$ cat config.mk
export PLATFORM = sky130hd
export DESIGN_NAME = spi_frame_pwm
export DESIGN_NICKNAME = d
export VERILOG_FILES = /design/src/rtl/spi_frame_pwm.sv
export SDC_FILE = /design/constraint.sdc
export NUM_CORES = 1
export LEC_CHECK = 0
export ABC_AREA = 1
export CAP_MARGIN = 20
export CORE_ASPECT_RATIO = 0.6
export CORE_MARGIN = 3
export CORE_UTILIZATION = 50
export CTS_BUF_LIST = sky130_fd_sc_hd__clkbuf_16
export CTS_CLUSTER_SIZE = 8
export DETAILED_ROUTE_END_ITERATION = 16
export GPL_ROUTABILITY_DRIVEN = 0
export PLACE_DENSITY = 0.66
export SETUP_SLACK_MARGIN = 0.05
export SYNTH_ARGS = -nofsm -noshare
export SYNTH_HDL_FRONTEND = slang
export SYNTH_SLANG_ARGS = --single-unit
export TNS_END_PERCENT = 1
$ cat constraint.sdc
create_clock -name clk12 -period 9.75 [get_ports clk12]
set_clock_uncertainty 0.2 [all_clocks]
set_input_delay 1.95 -clock clk12 [delete_from_list [all_inputs] [get_ports clk12]]
set_output_delay 1.95 -clock clk12 [all_outputs]
set_load 0.01 [all_outputs]
$ cat src/rtl/spi_frame_pwm.sv
// spi_frame_pwm
//   Framed SPI receiver feeding NUM_CH double-buffered PWM channels.
//   Frame format: SYNC_BYTE, NUM_CH duty bytes, additive (mod 256) checksum
//   of the duty bytes. A good frame is staged in the pending bank and moves
//   to the active bank only at a PWM period boundary, so a period is never
//   cut short or stretched by a new duty value.
//
// Ports
//   clk12     in   system clock
//   reset     in   asynchronous active-high reset
//   sck0      in   SPI clock (asynchronous to clk12)
//   mosi      in   SPI data, MSB first
//   cs        in   SPI chip select, active low
//   pwm_out   out  [NUM_CH] registered PWM outputs, bit i = channel i
//   frame_ok  out  one-cycle pulse, valid frame committed to pending
//   frame_err out  one-cycle pulse, checksum mismatch or inter-byte timeout
//   busy      out  frame FSM is not in HUNT
//
// Frame FSM
//   state  | meaning
//   HUNT   | waiting for SYNC_BYTE, all other bytes dropped
//   DATA   | collecting duty byte idx into shadow, accumulating sum
//   CSUM   | next byte is the checksum; commit or flag error, back to HUNT

module spi_frame_pwm #(
   parameter int           NUM_CH         = 4,
   parameter int           SPI_MODE       = 1,
   parameter logic [7:0]   SYNC_BYTE      = 8'h55,
   parameter int           PWM_BITS       = 8,
   parameter int           TIMEOUT_CYCLES = 4096
) (
   input  logic              clk12,
   input  logic              reset,
   input  logic              sck0,
   input  logic              mosi,
   input  logic              cs,
   output logic [NUM_CH-1:0] pwm_out,
   output logic              frame_ok,
   output logic              frame_err,
   output logic              busy
);

   localparam logic CPOL        = (SPI_MODE == 2) || (SPI_MODE == 3);
   localparam logic SAMPLE_RISE = (SPI_MODE == 0) || (SPI_MODE == 3);
   localparam int   IDX_W       = (NUM_CH > 1) ? $clog2(NUM_CH) : 1;
   localparam int   TMR_W       = $clog2(TIMEOUT_CYCLES + 1);
   localparam logic [TMR_W-1:0] TMR_LOAD = TMR_W'(TIMEOUT_CYCLES - 1);
   localparam logic [IDX_W-1:0] IDX_LAST = IDX_W'(NUM_CH - 1);

   typedef enum logic [1:0] {
      S_HUNT,
      S_DATA,
      S_CSUM
   } state_t;

   // ---------------------------------------------------------------
   // Input synchronisers. sck gets a third stage for edge detection.
   // Reset values match the idle bus so release never fakes an edge
   // or a selected chip.
   // ---------------------------------------------------------------
   logic [2:0] sck_sr;
   logic [1:0] mosi_sr;
   logic [1:0] cs_sr;

   always_ff @(posedge clk12 or posedge reset) begin
      if (reset) begin
         sck_sr  <= {3{CPOL}};
         mosi_sr <= 2'b00;
         cs_sr   <= 2'b11;
      end else begin
         sck_sr  <= {sck_sr[1:0], sck0};
         mosi_sr <= {mosi_sr[0], mosi};
         cs_sr   <= {cs_sr[0], cs};
      end
   end

   logic sck_rise, sck_fall, sample_edge, mosi_s, cs_s;

   assign sck_rise    = sck_sr[1] & ~sck_sr[2];
   assign sck_fall    = ~sck_sr[1] & sck_sr[2];
   assign sample_edge = SAMPLE_RISE ? sck_rise : sck_fall;
   assign mosi_s      = mosi_sr[1];
   assign cs_s        = cs_sr[1];

   // ---------------------------------------------------------------
   // Byte assembler. cs high drops any partial byte.
   // ---------------------------------------------------------------
   logic [2:0] bit_cnt;
   logic [7:0] shift_q;
   logic       byte_done;

   always_ff @(posedge clk12 or posedge reset) begin
      if (reset) begin
         bit_cnt   <= 3'd0;
         shift_q   <= 8'h00;
         byte_done <= 1'b0;
      end else begin
         byte_done <= 1'b0;
         if (cs_s) begin
            bit_cnt <= 3'd0;
         end else if (sample_edge) begin
            shift_q <= {shift_q[6:0], mosi_s};
            bit_cnt <= bit_cnt + 3'd1;
            if (bit_cnt == 3'd7) begin
               byte_done <= 1'b1;
            end
         end
      end
   end

   // ---------------------------------------------------------------
   // Frame FSM
   // ---------------------------------------------------------------
   state_t           state_q, state_d;
   logic [IDX_W-1:0] idx_q, idx_d;
   logic [7:0]       sum_q, sum_d;
   logic [TMR_W-1:0] tmr_q;
   logic             tmo;
   logic             shadow_we;
   logic             commit;
   logic             ok_d, err_d;

   // Down-counter reloaded by every byte; expiry only matters outside HUNT.
   assign tmo = (tmr_q == '0);

   always_comb begin
      state_d   = state_q;
      idx_d     = idx_q;
      sum_d     = sum_q;
      shadow_we = 1'b0;
      commit    = 1'b0;
      ok_d      = 1'b0;
      err_d     = 1'b0;
      case (state_q)
         S_HUNT: begin
            if (byte_done && (shift_q == SYNC_BYTE)) begin
               state_d = S_DATA;
               idx_d   = '0;
               sum_d   = 8'h00;
            end
         end
         S_DATA: begin
            if (byte_done) begin
               shadow_we = 1'b1;
               sum_d     = sum_q + shift_q;
               if (idx_q == IDX_LAST) begin
                  state_d = S_CSUM;
               end else begin
                  idx_d = idx_q + 1'b1;
               end
            end else if (tmo) begin
               state_d = S_HUNT;
               err_d   = 1'b1;
            end
         end
         S_CSUM: begin
            if (byte_done) begin
               state_d = S_HUNT;
               if (shift_q == sum_q) begin
                  commit = 1'b1;
                  ok_d   = 1'b1;
               end else begin
                  err_d = 1'b1;
               end
            end else if (tmo) begin
               state_d = S_HUNT;
               err_d   = 1'b1;
            end
         end
         default: begin
            state_d = S_HUNT;
         end
      endcase
   end

   logic [7:0] shadow_q [NUM_CH];

   always_ff @(posedge clk12 or posedge reset) begin
      if (reset) begin
         state_q   <= S_HUNT;
         idx_q     <= '0;
         sum_q     <= 8'h00;
         tmr_q     <= TMR_LOAD;
         frame_ok  <= 1'b0;
         frame_err <= 1'b0;
         for (int i = 0; i < NUM_CH; i++) begin
            shadow_q[i] <= 8'h00;
         end
      end else begin
         state_q   <= state_d;
         idx_q     <= idx_d;
         sum_q     <= sum_d;
         frame_ok  <= ok_d;
         frame_err <= err_d;
         if (byte_done || (state_q == S_HUNT)) begin
            tmr_q <= TMR_LOAD;
         end else if (!tmo) begin
            tmr_q <= tmr_q - 1'b1;
         end
         if (shadow_we) begin
            shadow_q[idx_q] <= shift_q;
         end
      end
   end

   assign busy = (state_q != S_HUNT);

   // ---------------------------------------------------------------
   // Duty banks and PWM
   // ---------------------------------------------------------------
   logic [PWM_BITS-1:0] cnt_q;
   logic [PWM_BITS-1:0] pending_q [NUM_CH];
   logic [PWM_BITS-1:0] active_q  [NUM_CH];
   logic                pend_valid_q;
   logic                wrap;

   // wrap marks the last count of a period; active switches on this edge
   // so the very first count of the next period already uses new duties.
   assign wrap = (cnt_q == '1);

   always_ff @(posedge clk12 or posedge reset) begin
      if (reset) begin
         cnt_q        <= '0;
         pend_valid_q <= 1'b0;
         pwm_out      <= '0;
         for (int i = 0; i < NUM_CH; i++) begin
            pending_q[i] <= '0;
            active_q[i]  <= '0;
         end
      end else begin
         cnt_q <= cnt_q + 1'b1;
         if (wrap && pend_valid_q) begin
            for (int i = 0; i < NUM_CH; i++) begin
               active_q[i] <= pending_q[i];
            end
         end
         // A commit on the wrap cycle stays pending for the following wrap.
         if (commit) begin
            for (int i = 0; i < NUM_CH; i++) begin
               pending_q[i] <= PWM_BITS'(shadow_q[i]);
            end
            pend_valid_q <= 1'b1;
         end else if (wrap) begin
            pend_valid_q <= 1'b0;
         end
         for (int i = 0; i < NUM_CH; i++) begin
            pwm_out[i] <= (cnt_q < active_q[i]);
         end
      end
   end

endmodule

==> impl_metrics.toml <==
[routing]
drt_iter0_markers = 383
via_per_inst = 5.134
dr.pass1.iters = 5
wire_per_inst_um = 14.42
drc = 0
routed-via-count = 5160
wl_um = 14490
ant_nets = 0

[global_route]
grt_pass1_wl_um = 25180
grt_usage_pct = 19.68
grt_pass1_vias = 5141
gr-total-overflow = 0
antenna_found_initial = 0
grt_max_degree = 87

[setup_path]
r2r_start = "shift_q[6]"
crit_path_start_kind = "flip-flop"
cp_top_family = "buffers and inverters"
critPathArrivalTime_ns = 1.85
crit_chain = "inv_1 > ha_1 > inv_1 > clkdlybuf4s50_1"
r2r_slack_ns = 7.05
path_common_cell = "inv_1"
crit_buf_inv = 3
end_kind = "output port"
reg2reg_depth = 7
cpPeakStageDelay_ns = 0.54
required_ns = 7.60
worstSetupPathType = "reg2out"
cpMaxStageDelayCell = "clkdlybuf4s50_1"
crit_path_max_fanout = 5
rr_endpoint = "pending_q[6]"

[finish]
fillCellCount = 1230
nNetsFinal = 853
drive_above_1_share_pct = 9.594
regArea_mm2 = 0.003896
area_growth_pct = 11.37
multi_input_comb_area_mm2 = 0.002760
final_core_util_pct = 57.94
diodes = 0

[floorplanning]
ios = 12
fp.dieW_um = 161.3
start_util_pct = 52.03
die_h_um = 99.21
num_rows = 33
core-area_mm2 = 0.01391
dieArea_mm2 = 0.01601

[synth]
post-synth-top-count-cell = "nand2_1"
postSynthCellCount = 788
ys_types = 39
ys.flop_type = "dfrtp_1"
synth_area_leaders = "dfrtp_1, nand2_1, ha_1"
yosysSeqAreaShare_pct = 53.82
synth_top_area_share_pct = 48.74
synthArstFlopShare_pct = 100.0
syn-cell-area_mm2 = 0.007239
yosysTopAreaCell = "dfrtp_1"
syn_avg_cell_area_um2 = 9.187
syn_nets = 841
synth_common_cells = "nand2_1, dfrtp_1, inv_1"
yosys_warnings = 0
synth_edf_count = 0
synth_seq_cells = 155

[clock_network]
numCtsBuffers = 17
cts_tree = "done"
clk_latency_ns = 0.42
cts.sinks = 155
cts_buffer_depth = 2
cts_root_buf = "clkbuf_16"
ctsResizeCount = 0
holdBufCountCts = 0
cts_setup_buffers = 0
htreeDepth = 4
clk_pin_slew_ns = 0.06

[min_path]
whs_endpoint = "sck_sr[1]"
min_path_cells = 0
hp-start = "sck_sr[0]"
hold_class = "reg2reg"

[timing]
relSlewSlack_pct = 41.77
hold_slack_ns = 0.1503
fmax_mhz = 250.2
min_period_over_period_pct = 41.00
rsz0062_at_grt = "no"
finalSetupViolCount = 0
finalCriticalPeriod_ns = 3.997
slew_violations = 0
hold_violations = 0
finalSetupTns_ns = 0
worstMarginPinSlew_ns = 0.8735
setup_ws_ns = 5.753

[run]
drv_cap = 0

[placed_design]
place_ws_ns = 5.580
dpl.hpwl_um = 9779
port_buffers = 11

[pwr]
ir_drop_mv = 0.08435
p_leak_nw = 3.756
pwr_density_cell_mw_per_mm2 = 178.7

[status]
status = "finished clean"
## cell type report
type,instances,share of cell area [%]
Tap cell,192,2.980
Timing Repair Buffer,13,1.552
Sequential cell,155,48.32
Clock inverter,15,2.173
Multi-Input combinational cell,497,34.23
Clock buffer,17,5.276
Inverter,116,5.462
## kinds of logic (layout without fill, tap and decap cells)
| family | after synthesis | count (layout) | synth area share (%) |
|---|---|---|---|
| buffers and inverters | 136 | 161 | 8.123 |
| AND/OR/NAND/NOR | 271 | 271 | 15.78 |
| AO/OA/AOI/OAI | 167 | 167 | 12.44 |
| flip-flops | 155 | 155 | 53.82 |
| XOR/XNOR | 11 | 11 | 1.435 |
| adder cells (fa/ha/maj) | 48 | 48 | 8.400 |
## per-stage QoR
step,instance area (µm²),std cells,total power (W)
4_1_cts,8063,1005,0.001453
3_3_place_gp,7462,973,0.0007760
5_1_grt,8063,1005,0.001495
3_5_place_dp,7462,973,0.0007802
2_1_floorplan,7239,788,0.0007418
6_report,8063,1005,0.001441
## layer usage
| metal | wire length [µm] | global-route usage, % |
|---|---|---|
| met1 | 7668 | 28.94 |
| met2 | 6246 | 29.92 |
| met3 | 482 | 4.328 |
| met4 | 96 | 5.023 |
| met5 | 0 | 0 |
## sequential cells by signal (all words and copies together), names as in the netlist, 2 cells and up
name / count
sck_sr: 3
cnt_q: 8
pwm_out: 4
shift_q: 8
idx_q: 2
state_q: 2
active_q: 32
pending_q: 32
cs_sr: 2
shadow_q: 32
sum_q: 8
tmr_q: 13
bit_cnt: 3
mosi_sr: 2
## power breakdown
| group | leakage (nW) | internal (W) | switching (W) |
|---|---|---|---|
| Clock | 0.292 | 0.000403 | 0.000267 |
| Sequential | 2.08 | 0.000655 | 0.0000128 |
| Combinational | 1.38 | 0.0000257 | 0.0000768 |
| Total | 3.76 | 0.00108 | 0.000357 |
## worst max path at each step
stage / start / end / slack, ns / cells after the start
finish: state_q[0] / busy / 5.75 / 4
global route: state_q[0] / busy / 5.67 / 4
CTS: state_q[0] / busy / 5.75 / 4
detailed placement: reset / pending_q[28] / 5.58 / 3
global placement: reset / pending_q[29] / 5.60 / 3
floorplan: reset / active_q[0] / 3.45 / 1
## worst reg2reg max path, cell delays in order, from the launching register on
cell and delay, ns:
dfrtp_1 0.42, ha_1 0.39, nor3_1 0.25, nand4_1 0.30, nor2_4 0.15, buf_4 0.62, nand2_1 0.16, o21ai_1 0.12
## layout by cell type (no fill, tap or decap), types with 4 or more instances in the layout
cell type        netlist  final
dfstp_2               14     14
a21oi_1               30     30
nand4_1                9      9
clkbuf_16              0     17
ha_1                  47     47
dfrtp_1              141    141
clkdlybuf4s50_1        0     11
clkinv_4               0      4
nand2_1              181    181
nand3_1               21     21
nor2_1                39     39
nand2_2               10     10
xor2_1                 6      6
xnor2_1                4      4
o21ai_1               53     53
o21ai_0               64     64
o21ai_2               11     11
inv_1                115    115
No activity file was read; power rests on OpenSTA's default activity.
